===== config.mk =====
export PLATFORM = sky130hd
export DESIGN_NAME = ifetch_unit_flat
export DESIGN_NICKNAME = d
export VERILOG_FILES = /design/src/rtl/ifetch_unit_if.sv /design/src/rtl/ifetch_unit.sv /design/src/flat_wrapper.sv
export SDC_FILE = /design/constraint.sdc
export NUM_CORES = 1
export LEC_CHECK = 0
export CORE_AREA = 2 2 137 139
export DETAILED_ROUTE_END_ITERATION = 10
export DIE_AREA = 0 0 139 141
export PLACE_DENSITY = 0.85
export SLEW_MARGIN = 10
export SYNTH_ARGS = -nofsm -noshare
export SYNTH_HDL_FRONTEND = slang
export SYNTH_SLANG_ARGS = --single-unit

===== constraint.sdc =====
create_clock -name clk -period 6.6 [get_ports clk]
set_clock_uncertainty 0.1 [all_clocks]
set_input_delay 0.66 -clock clk [delete_from_list [all_inputs] [get_ports clk]]
set_output_delay 0.66 -clock clk [all_outputs]
set_load 0.02 [all_outputs]

===== src/rtl/ifetch_unit_if.sv =====
// ---------------------------------------------------------------------------
// ifetch_unit_if
//
// Purpose:
//   Request/response bus between the instruction fetch unit and the
//   instruction memory port. It carries a read command channel and a
//   read-data return channel.
//
// Signals:
//   imem_addr    request address (word aligned)
//   imem_cmd     command, 0 = read
//   imem_size    access size, 2'b10 = word
//   imem_valid   request valid
//   imem_ready   request accepted when valid && ready
//   imem_r_valid read data valid
//   imem_r_ready read data can be accepted
//   imem_r_data  read data
//   imem_r_resp  error response for this read
//
// Modports:
//   master  fetch side (drives requests, consumes read data)
//   slave   memory side
// ---------------------------------------------------------------------------
interface ifetch_unit_if #(
  parameter int p_ADDR_BITS = 32,
  parameter int p_DATA_BITS = 32
);

  logic [p_ADDR_BITS-1:0] imem_addr;
  logic                   imem_cmd;
  logic [1:0]             imem_size;
  logic                   imem_valid;
  logic                   imem_ready;
  logic                   imem_r_valid;
  logic                   imem_r_ready;
  logic [p_DATA_BITS-1:0] imem_r_data;
  logic                   imem_r_resp;

  modport master (
    output imem_addr,
    output imem_cmd,
    output imem_size,
    output imem_valid,
    output imem_r_ready,
    input  imem_ready,
    input  imem_r_valid,
    input  imem_r_data,
    input  imem_r_resp
  );

  modport slave (
    input  imem_addr,
    input  imem_cmd,
    input  imem_size,
    input  imem_valid,
    input  imem_r_ready,
    output imem_ready,
    output imem_r_valid,
    output imem_r_data,
    output imem_r_resp
  );

endinterface


===== src/rtl/ifetch_unit.sv =====
// ---------------------------------------------------------------------------
// ifetch_unit
//
// Purpose:
//   Instruction fetch front-end. It generates sequential word-aligned PCs,
//   issues read requests on the imem port under a credit limit, and buffers
//   returned words together with their PCs in a small FIFO for decode.
//   A redirect flushes the FIFO, restarts fetch at the new PC and discards
//   all responses still in flight for the old stream.
//
// Ports:
//   clk             clock
//   rst             asynchronous, active-low reset
//   redirect_valid  one-cycle pulse: flush and restart at redirect_pc
//   redirect_pc     new fetch address (low two bits ignored)
//   imem            ifetch_unit_if.master, request/response memory bus
//   inst_valid      instruction available to decode
//   inst_ready      decode accepts the current instruction
//   inst_data       instruction word
//   inst_pc         PC of inst_data
//   inst_err        memory reported an error for this word
//
// Configuration:
//   IFETCH_BYPASS_EN  when defined, a response arriving while the FIFO is
//                     empty (and nothing is being dropped or redirected) is
//                     presented on inst_* in the same cycle and, if decode
//                     accepts it, never written into the FIFO.
// ---------------------------------------------------------------------------
module ifetch_unit #(
  parameter int                     p_ADDR_BITS = 32,
  parameter int                     p_DATA_BITS = 32,
  parameter logic [p_ADDR_BITS-1:0] p_RESET_PC  = '0,
  parameter int                     p_DEPTH     = 2
) (
  input  logic                   clk,
  input  logic                   rst,
  input  logic                   redirect_valid,
  input  logic [p_ADDR_BITS-1:0] redirect_pc,
  ifetch_unit_if.master          imem,
  output logic                   inst_valid,
  input  logic                   inst_ready,
  output logic [p_DATA_BITS-1:0] inst_data,
  output logic [p_ADDR_BITS-1:0] inst_pc,
  output logic                   inst_err
);

  // Counters must hold 0..p_DEPTH inclusive; pointers index p_DEPTH slots.
  localparam int CW = $clog2(p_DEPTH + 1);
  localparam int PW = $clog2(p_DEPTH);
  localparam int WA = p_ADDR_BITS - 2;

  // The request PC is kept as a word index so it is aligned by construction.
  logic [WA-1:0]          pc_req_q, pc_req_d;
  logic [CW-1:0]          outstanding_q, outstanding_d;
  logic [CW-1:0]          drop_q, drop_d;
  logic [CW-1:0]          count_q, count_d;
  logic [PW-1:0]          rd_ptr_q, rd_ptr_d;
  logic [PW-1:0]          wr_ptr_q, wr_ptr_d;
  logic [PW-1:0]          pcq_rd_q, pcq_rd_d;
  logic [PW-1:0]          pcq_wr_q, pcq_wr_d;
  logic [p_DATA_BITS-1:0] fifo_data_q [0:p_DEPTH-1];
  logic [p_DATA_BITS-1:0] fifo_data_d [0:p_DEPTH-1];
  logic [p_ADDR_BITS-1:0] fifo_pc_q   [0:p_DEPTH-1];
  logic [p_ADDR_BITS-1:0] fifo_pc_d   [0:p_DEPTH-1];
  logic                   fifo_err_q  [0:p_DEPTH-1];
  logic                   fifo_err_d  [0:p_DEPTH-1];
  logic [WA-1:0]          pcq_q       [0:p_DEPTH-1];
  logic [WA-1:0]          pcq_d       [0:p_DEPTH-1];

  logic                   credit_ok;
  logic                   issue_valid;
  logic                   issue;
  logic                   resp;
  logic [p_ADDR_BITS-1:0] resp_pc;
  logic                   dropping;
  logic                   fifo_empty;
  logic                   bypass;
  logic                   push;
  logic                   pop;

  // Only the word-index part of the redirect target matters.
  logic                   unused_redirect_bits;
  assign unused_redirect_bits = ^redirect_pc[1:0];

  // Fixed request attributes: word reads only, read data always accepted
  // because credits reserve a FIFO slot for every outstanding request.
  assign imem.imem_cmd     = 1'b0;
  assign imem.imem_size    = 2'b10;
  assign imem.imem_r_ready = 1'b1;
  assign imem.imem_addr    = {pc_req_q, 2'b00};

  // Request and response qualification, plus the decode-side view.
  // imem_valid is gated by rst so it reads 0 while reset is held.
  always_comb begin
    credit_ok   = ((CW+1)'(count_q) + (CW+1)'(outstanding_q)) < (CW+1)'(p_DEPTH);
    issue_valid = rst && !redirect_valid && credit_ok;
    issue       = issue_valid && imem.imem_ready;
    resp        = imem.imem_r_valid;
    resp_pc     = {pcq_q[pcq_rd_q], 2'b00};
    dropping    = (drop_q != '0);
    fifo_empty  = (count_q == '0);
`ifdef IFETCH_BYPASS_EN
    bypass      = resp && !dropping && fifo_empty && !redirect_valid;
`else
    bypass      = 1'b0;
`endif
    imem.imem_valid = issue_valid;
    inst_valid      = !fifo_empty || bypass;
    if (bypass) begin
      inst_data = imem.imem_r_data;
      inst_pc   = resp_pc;
      inst_err  = imem.imem_r_resp;
    end else begin
      inst_data = fifo_data_q[rd_ptr_q];
      inst_pc   = fifo_pc_q[rd_ptr_q];
      inst_err  = fifo_err_q[rd_ptr_q];
    end
    // A live response is buffered unless decode takes it straight off the
    // bypass path. Pops only come from the FIFO (bypass implies empty).
    push = resp && !redirect_valid && !dropping && !(bypass && inst_ready);
    pop  = !fifo_empty && inst_ready;
  end

  // Next-state for request PC, credit/drop counters, PC queue and FIFO.
  always_comb begin
    pc_req_d      = pc_req_q;
    outstanding_d = outstanding_q;
    drop_d        = drop_q;
    count_d       = count_q;
    rd_ptr_d      = rd_ptr_q;
    wr_ptr_d      = wr_ptr_q;
    pcq_rd_d      = pcq_rd_q;
    pcq_wr_d      = pcq_wr_q;
    fifo_data_d   = fifo_data_q;
    fifo_pc_d     = fifo_pc_q;
    fifo_err_d    = fifo_err_q;
    pcq_d         = pcq_q;

    // Every accepted request remembers its PC; every response retires the
    // oldest one, whether it is delivered or dropped.
    if (issue) begin
      pcq_d[pcq_wr_q] = pc_req_q;
      pcq_wr_d        = pcq_wr_q + PW'(1);
      pc_req_d        = pc_req_q + WA'(1);
    end
    if (resp) begin
      pcq_rd_d = pcq_rd_q + PW'(1);
    end
    outstanding_d = outstanding_q + CW'(issue) - CW'(resp);

    if (redirect_valid) begin
      // Everything still in flight after this cycle belongs to the old
      // stream, so it all becomes drop credit; a response arriving now is
      // already being discarded.
      pc_req_d = redirect_pc[p_ADDR_BITS-1:2];
      drop_d   = outstanding_q - CW'(resp);
      count_d  = '0;
      rd_ptr_d = wr_ptr_q;
    end else begin
      if (resp && dropping) begin
        drop_d = drop_q - CW'(1);
      end
      if (push) begin
        fifo_data_d[wr_ptr_q] = imem.imem_r_data;
        fifo_pc_d[wr_ptr_q]   = resp_pc;
        fifo_err_d[wr_ptr_q]  = imem.imem_r_resp;
        wr_ptr_d              = wr_ptr_q + PW'(1);
      end
      if (pop) begin
        rd_ptr_d = rd_ptr_q + PW'(1);
      end
      count_d = count_q + CW'(push) - CW'(pop);
    end
  end

  // State registers, cleared asynchronously while rst is low.
  always_ff @(posedge clk or negedge rst) begin
    if (!rst) begin
      pc_req_q      <= p_RESET_PC[p_ADDR_BITS-1:2];
      outstanding_q <= '0;
      drop_q        <= '0;
      count_q       <= '0;
      rd_ptr_q      <= '0;
      wr_ptr_q      <= '0;
      pcq_rd_q      <= '0;
      pcq_wr_q      <= '0;
      fifo_data_q   <= '{default: '0};
      fifo_pc_q     <= '{default: '0};
      fifo_err_q    <= '{default: 1'b0};
      pcq_q         <= '{default: '0};
    end else begin
      pc_req_q      <= pc_req_d;
      outstanding_q <= outstanding_d;
      drop_q        <= drop_d;
      count_q       <= count_d;
      rd_ptr_q      <= rd_ptr_d;
      wr_ptr_q      <= wr_ptr_d;
      pcq_rd_q      <= pcq_rd_d;
      pcq_wr_q      <= pcq_wr_d;
      fifo_data_q   <= fifo_data_d;
      fifo_pc_q     <= fifo_pc_d;
      fifo_err_q    <= fifo_err_d;
      pcq_q         <= pcq_d;
    end
  end

  // A live response can never meet a full FIFO if the memory only answers
  // requests it accepted; catching it here points at the environment.
  a_no_overflow: assert property (@(posedge clk) disable iff (!rst)
    !(imem.imem_r_valid && !redirect_valid && (drop_q == '0) &&
      (count_q == CW'(p_DEPTH))));

endmodule


===== src/flat_wrapper.sv =====
// flat-port wrapper written by rule: the top's interface ports become plain ports
module ifetch_unit_flat 
#(
  parameter int                     p_ADDR_BITS = 32,
  parameter int                     p_DATA_BITS = 32,
  parameter logic [p_ADDR_BITS-1:0] p_RESET_PC  = '0,
  parameter int                     p_DEPTH     = 2
)
  (clk, rst, redirect_valid, redirect_pc, inst_valid, inst_ready, inst_data, inst_pc, inst_err, imem_imem_addr, imem_imem_cmd, imem_imem_size, imem_imem_valid, imem_imem_r_ready, imem_imem_ready, imem_imem_r_valid, imem_imem_r_data, imem_imem_r_resp);
  ifetch_unit_if #(.p_ADDR_BITS(p_ADDR_BITS), .p_DATA_BITS(p_DATA_BITS)) imem_i ();
  input  logic clk;
  input  logic rst;
  input  logic redirect_valid;
  input  logic [p_ADDR_BITS-1:0] redirect_pc;
  output logic inst_valid;
  input  logic inst_ready;
  output logic [p_DATA_BITS-1:0] inst_data;
  output logic [p_ADDR_BITS-1:0] inst_pc;
  output logic inst_err;
  output wire logic [$bits(imem_i.imem_addr)-1:0] imem_imem_addr;
  output wire logic [$bits(imem_i.imem_cmd)-1:0] imem_imem_cmd;
  output wire logic [$bits(imem_i.imem_size)-1:0] imem_imem_size;
  output wire logic [$bits(imem_i.imem_valid)-1:0] imem_imem_valid;
  output wire logic [$bits(imem_i.imem_r_ready)-1:0] imem_imem_r_ready;
  input wire logic [$bits(imem_i.imem_ready)-1:0] imem_imem_ready;
  input wire logic [$bits(imem_i.imem_r_valid)-1:0] imem_imem_r_valid;
  input wire logic [$bits(imem_i.imem_r_data)-1:0] imem_imem_r_data;
  input wire logic [$bits(imem_i.imem_r_resp)-1:0] imem_imem_r_resp;
  assign imem_imem_addr = imem_i.imem_addr;
  assign imem_imem_cmd = imem_i.imem_cmd;
  assign imem_imem_size = imem_i.imem_size;
  assign imem_imem_valid = imem_i.imem_valid;
  assign imem_imem_r_ready = imem_i.imem_r_ready;
  assign imem_i.imem_ready = imem_imem_ready;
  assign imem_i.imem_r_valid = imem_imem_r_valid;
  assign imem_i.imem_r_data = imem_imem_r_data;
  assign imem_i.imem_r_resp = imem_imem_r_resp;
  ifetch_unit #(.p_ADDR_BITS(p_ADDR_BITS), .p_DATA_BITS(p_DATA_BITS), .p_RESET_PC(p_RESET_PC), .p_DEPTH(p_DEPTH)) u_core (.clk(clk), .rst(rst), .redirect_valid(redirect_valid), .redirect_pc(redirect_pc), .imem(imem_i), .inst_valid(inst_valid), .inst_ready(inst_ready), .inst_data(inst_data), .inst_pc(inst_pc), .inst_err(inst_err));
endmodule

---- Word-level counts from Yosys, hierarchy flattened ----
Cells that the tools add are included.
storage, ports and cells
  register bits ........................... 230
  bits in latches ......................... 0
  bits in writable memories ............... 0
  memory bits (read-only) ................. 0
  bits of input ports ..................... 71
  output and inout bits ................... 103
  logic and storage cells ................. 87
  memories ................................ 0
cells by class
  add/sub/neg operators ................... 12
  $mul .................................... 0
  divide/modulo/power cells ............... 0
  $lt $le $gt $ge ......................... 7
  equal/unequal tests ..................... 0
  shift-type cells ........................ 0
  multiplexer cells ....................... 29
  bitwise operators ....................... 5
  reduce and logical (&&, ||, !) cells .... 18
operator list
  kind                   count
  $mux 32                7
  $mux 30                6
  $bwmux 64              2
  $bwmux 60              1
  $demux 32 s1           1
  $add 30x1->30 const B  1
  $demux 30 s1           1
  $logic_and 1x1->1      9
  $ge 2x2->1 const B     4
  $not 1->2              4
  $reduce_bool 2->1      4
  $mux 1                 6
  $mux 2                 3
  $sub 2x1->2            3
  $add 1x1->1 const B    4
  $add 2x1->2            2
  $lt 2x1->1 const B     2
  $add 2x2->3            1
  $logic_not 1->1        3
  $lt 3x2->1 const B     1
  $bwmux 2               1
  $logic_not 2->1        1
  $reduce_and 2->1       1
  $sub 2x1->2 const B    1
  other kinds (2)        2

---- Longest topological paths before layout ----
  depth in word-level cells ............... 6
  gate-level depth with buffers ........... 9
  mapped depth without buffers ............ 8

---- Worst setup path after synthesis ----
No wires, ideal clock.
  path kind ............................... reg-to-reg
  start point ............................. reg u_core.count_q[0]
  end point ............................... reg u_core.pcq_q[30] in the netlist's numbering
  library setup time ...................... 125 ps
  arrival time ............................ 2655 ps
  required time ........................... 6375 ps
  slack ................................... 3720 ps
  cell stages (with the launch flop) ...... 10
  path buffers ............................ 2
  clock period less this slack ............ 2880 ps
  path through ............................ dfrtp_1 > inv_1 > nor2_1 > fa_1 > nor4b_2 > nand2_1 > or2_2 > clkbuf_1 > buf_2 > mux2_2
between the ends
  cells in the longest elaborated chain, start to end .. 4
RTL lines
  item                    RTL line            RTL
  from (decl)             ifetch_unit.sv:56   logic [CW-1:0] count_q, count_d;
  from (signal assigned)  ifetch_unit.sv:195  count_q <= count_d;
  $add 2x2->3             ifetch_unit.sv:95   credit_ok = ((CW+1)'(count_q) + (CW+1)'(outstanding_q)) < (CW+1)'(p_DEPTH);
  $lt 3x2->1              ifetch_unit.sv:95
  $logic_and 1x1->1       ifetch_unit.sv:96   issue_valid = rst && !redirect_valid && credit_ok;
  net imem_imem_valid     flat_wrapper.sv:23  output wire logic [$bits(imem_i.imem_valid)-1:0] imem_imem_valid;
  $logic_and 1x1->1       ifetch_unit.sv:97   issue = issue_valid && imem.imem_ready;
  to (signal assigned)    ifetch_unit.sv:203  pcq_q <= pcq_d;
  to (decl)               ifetch_unit.sv:67   logic [WA-1:0] pcq_q [0:p_DEPTH-1];
The timed path passes the listed nets, and every way through them passes these cells.
A chain may end at the register's enable or synchronous reset.

---- Final worst setup path ----
  start point ............................. reg u_core.rd_ptr_q
  end point ............................... out inst_pc[31]
between the ends
  cells in the longest elaborated chain, start to end .. 4
RTL lines
  item                                         RTL line            RTL
  from (decl)                                  ifetch_unit.sv:57   logic [PW-1:0] rd_ptr_q, rd_ptr_d;
  from (signal assigned)                       ifetch_unit.sv:196  rd_ptr_q <= rd_ptr_d;
  $not 1->2 (not written as such)              ifetch_unit.sv:115  inst_pc = fifo_pc_q[rd_ptr_q];
  $mux 32 (not written as such) (3 in series)  ifetch_unit.sv:115
  to (decl)                                    flat_wrapper.sv:18  output logic [p_ADDR_BITS-1:0] inst_pc;
Every way passes these cells. The select of a mux whose other input is x is not followed.

==> reports/qor.yml <==
status:
  outcome: "completed"
sta:
  finalWorstSetupSlack_ps: 3137
  tns_ps: 0
  slew-limit-headroom_pct: 26.66
  fin_crit_sh_pct: 52.47
  rsz0062_at_grt: "false"
  report.final.slew_viol_count: 0
  worst-slew-pin-transition_ps: 1100
  finalHoldViolations: 0
  fmax_ghz: 0.2887
  finalCriticalPeriod_ps: 3463
  setup_viol: 0
finish:
  final_cell_mix: "225 x dfrtp_1, 186 x mux2_2, 162 x clkdlybuf4s50_1"
  area_growth_pct: 24.77
  final_nets: 1067
  finish.instance_area_mm2: 0.01280
  antenna_cells: 0
  drive_gt1_share_pct: 24.63
  final_common_cell: "dfrtp_1"
cts:
  cts_buffers: 24
  cts_root_buffer: "clkbuf_16"
  htree_levels: 1
  cts.sinks: 226
  clockBufferDepth: 3
  cts_tree: "built"
  hold_buffers: 0
  ctsResizeCount: 0
  cts.clk_slew.worst_paths_ps: 60
  clock_latency_ps: 500
  cts_setup_buffers: 0
placed_design:
  dpl_cell_area_mm2: 0.01197
  gp_congestion: 0.8070
  io_buffers: 163
  preCtsSetupSlack_ps: 3082
  dp_hpwl_um: 14670
critical_path:
  path_cells: "buf_4 -> mux2_2 -> clkdlybuf4s50_1"
  worst-setup-path-type: "flop to output port"
  path_buf_inv: 2
  crit_path_end_kind: "output port"
  required_ps: 5840
  cp_slowest_cell: "buf_4"
  critPathMaxFanout: 56
  critical_path.top_delay_family: "buffers and inverters"
  slowest_delay_ps: 680
  arrival_ps: 2700
  start_kind: "flop"
pwr:
  seqPwrFrac_pct: 37.3
  p_per_area_mw_per_mm2: 491.0
  combPwrFrac_pct: 40.8
  p_sw_share_pct: 33.31
  power_mw: 6.285
  clockPowerShare_pct: 21.9
  power_leakage_nw: 5.517
  p_int_mw: 4.191
  p_sw_mw: 2.094
  peakVddDrop_mv: 0.3806
synth:
  synth_edf_count: 0
  synth-seq-cells: 226
  synth.avg_cell_area_um2: 12.07
  yosysTopAreaCell: "dfrtp_1"
  async_flop_share_pct: 100.0
  synthTopCellsByArea: "dfrtp_1 55%, mux2_2 20%, mux2i_1 3.0%"
  yosys_warnings: 0
  syn_area_mm2: 0.01026
  synth_cells: 850
  synth-seq-area-share_pct: 55.12
  synth_flop_cell: "dfrtp_1"
  synth_cell_types: 50
  synth_top_cell_area_share_pct: 55.12
floorplanning:
  io_pins: 174
  core_mm2: 0.01827
  die_w_um: 139
  rows: 50
  fp.dieH_um: 141
  die_area_mm2: 0.01960
  start_util_pct: 56.16
drt:
  wl_per_cell_um: 18.34
  drtAntennaViolNets: 0
  top_layer_used: "met4"
  via_per_inst: 5.723
  wl_met2_um: 11000
  firstDrtPassIters: 5
  route.detailed.drc: 0
  wl_met1_um: 10010
  wl_um: 22760
  vias: 7102
  dr.first_iter.drc_count: 458
  met3_length_um: 1290
global_route:
  grt_max_degree: 101
  antenna_found_initial: 0
  grt_pass1_wl_um: 37220
  globalRouteOverflowTotal: 0
  grt_pass1_vias: 7104
  track_usage_pct: 23.37
run:
  maxCapViolCount: 0
hold_path:
  min_path_type: "primary input to asynchronous set/reset pin"
==> Yosys cell counts (all sizes together) (2+ instances only) <==
cell    instances
xnor2           8
nand2b          2
nand2          71
buf            19
inv            10
ha              5
conb            2
o31ai           6
o311ai          4
and3            2
a21oi          32
nor4b           3
nand4          14
or2             4
o31a            2
and4            2
or3             4
clkbuf         43
nor4            4
o21ai          47
or4            14
and2            4
dfrtp         226
nor3            3
mux2          186
o211ai          6
nand3          20
mux2i          31
nor2           47
a31oi           9
xor2           10
==> worst paths after layout <==
kind	startpoint	endpoint	slack, ps	cells past startpoint
max	u_core.rd_ptr_q	inst_pc[31]	3140	3
min	rst	u_core.fifo_data_q[20]	70	1
max reg2reg	u_core.count_q[0]	u_core.pc_req_q[25]	3660	7
min reg2reg	u_core.fifo_pc_q[27]	u_core.fifo_pc_q[27]	380	2
max in group asynchronous	rst	u_core.fifo_pc_q[55]	4890	2
min in group clk	u_core.fifo_pc_q[27]	u_core.fifo_pc_q[27]	380	2
==> state kept, by name (all words and copies together), names as in the netlist <==
signal / flops
u_core.pcq_q: 60
u_core.fifo_pc_q: 60
u_core.pc_req_q: 30
u_core.drop_q: 2
u_core.fifo_err_q: 2
u_core.count_q: 2
u_core.pcq_rd_q: 1
u_core.pcq_wr_q: 1
u_core.rd_ptr_q: 1
u_core.outstanding_q: 2
u_core.wr_ptr_q: 1
u_core.fifo_data_q: 64
==> metrics by stage <==
stage          util [%]  std cells  hold WS (ps)
5_1_grt           70.08       1241         130.3
3_3_place_gp      65.54       1198         354.2
2_1_floorplan         -        856         264.4
6_report          70.08       1241         73.54
4_1_cts           70.08       1241         96.97
3_5_place_dp      65.54       1198         364.6
==> cell families after synthesis <==
| kind of cell | Yosys count | synth area share, % |
|---|---|---|
| compound gates | 109 | 6.073 |
| xor+xnor | 18 | 1.537 |
| fa+ha+maj | 6 | 0.8049 |
| buf+inv | 73 | 3.439 |
| flops | 226 | 55.12 |
| mux | 217 | 23.44 |
| other cells | 2 | 0.07320 |
| simple gates | 199 | 9.512 |
==> worst reg2reg max path: cells and delay by family, from the launching register on <==
kind / cells / cell delay (ps)
AO/OA/AOI/OAI: 1 / 210
flip-flops: 1 / 370
AND/OR/NAND/NOR: 4 / 1600
adder cells (fa/ha/maj): 1 / 500
buffers and inverters: 1 / 80
==> final cells by class <==
class | count | area [µm²]
inverter | 10 | 37.54
sequential | 226 | 5657
fill | 1311 | 5466
tap | 234 | 292.8
timing repair buffer | 171 | 1697
multi-input combinational | 557 | 4289
clock buffer | 35 | 733.2
clock inverter | 8 | 95.09
==> per-layer routing <==
layer | GRT usage (%) | vias up
li1 | - | 3291
met1 | 31.89 | 3567
met2 | 39.15 | 209
met3 | 4.008 | 35
met4 | 6.486 | 0
met5 | 0 | -
==> power groups by stage <==
stage / sequential [mW] / combinational (mW) / clock (mW)
after floorplan: 2.24 / 1.67 / 0
after global placement: 2.32 / 2.51 / 0
after detailed placement: 2.36 / 2.56 / 0
after CTS: 2.35 / 2.59 / 1.40
after global routing: 2.43 / 2.75 / 1.46
final: 2.35 / 2.56 / 1.38
Power figures use the tool's default switching activity.
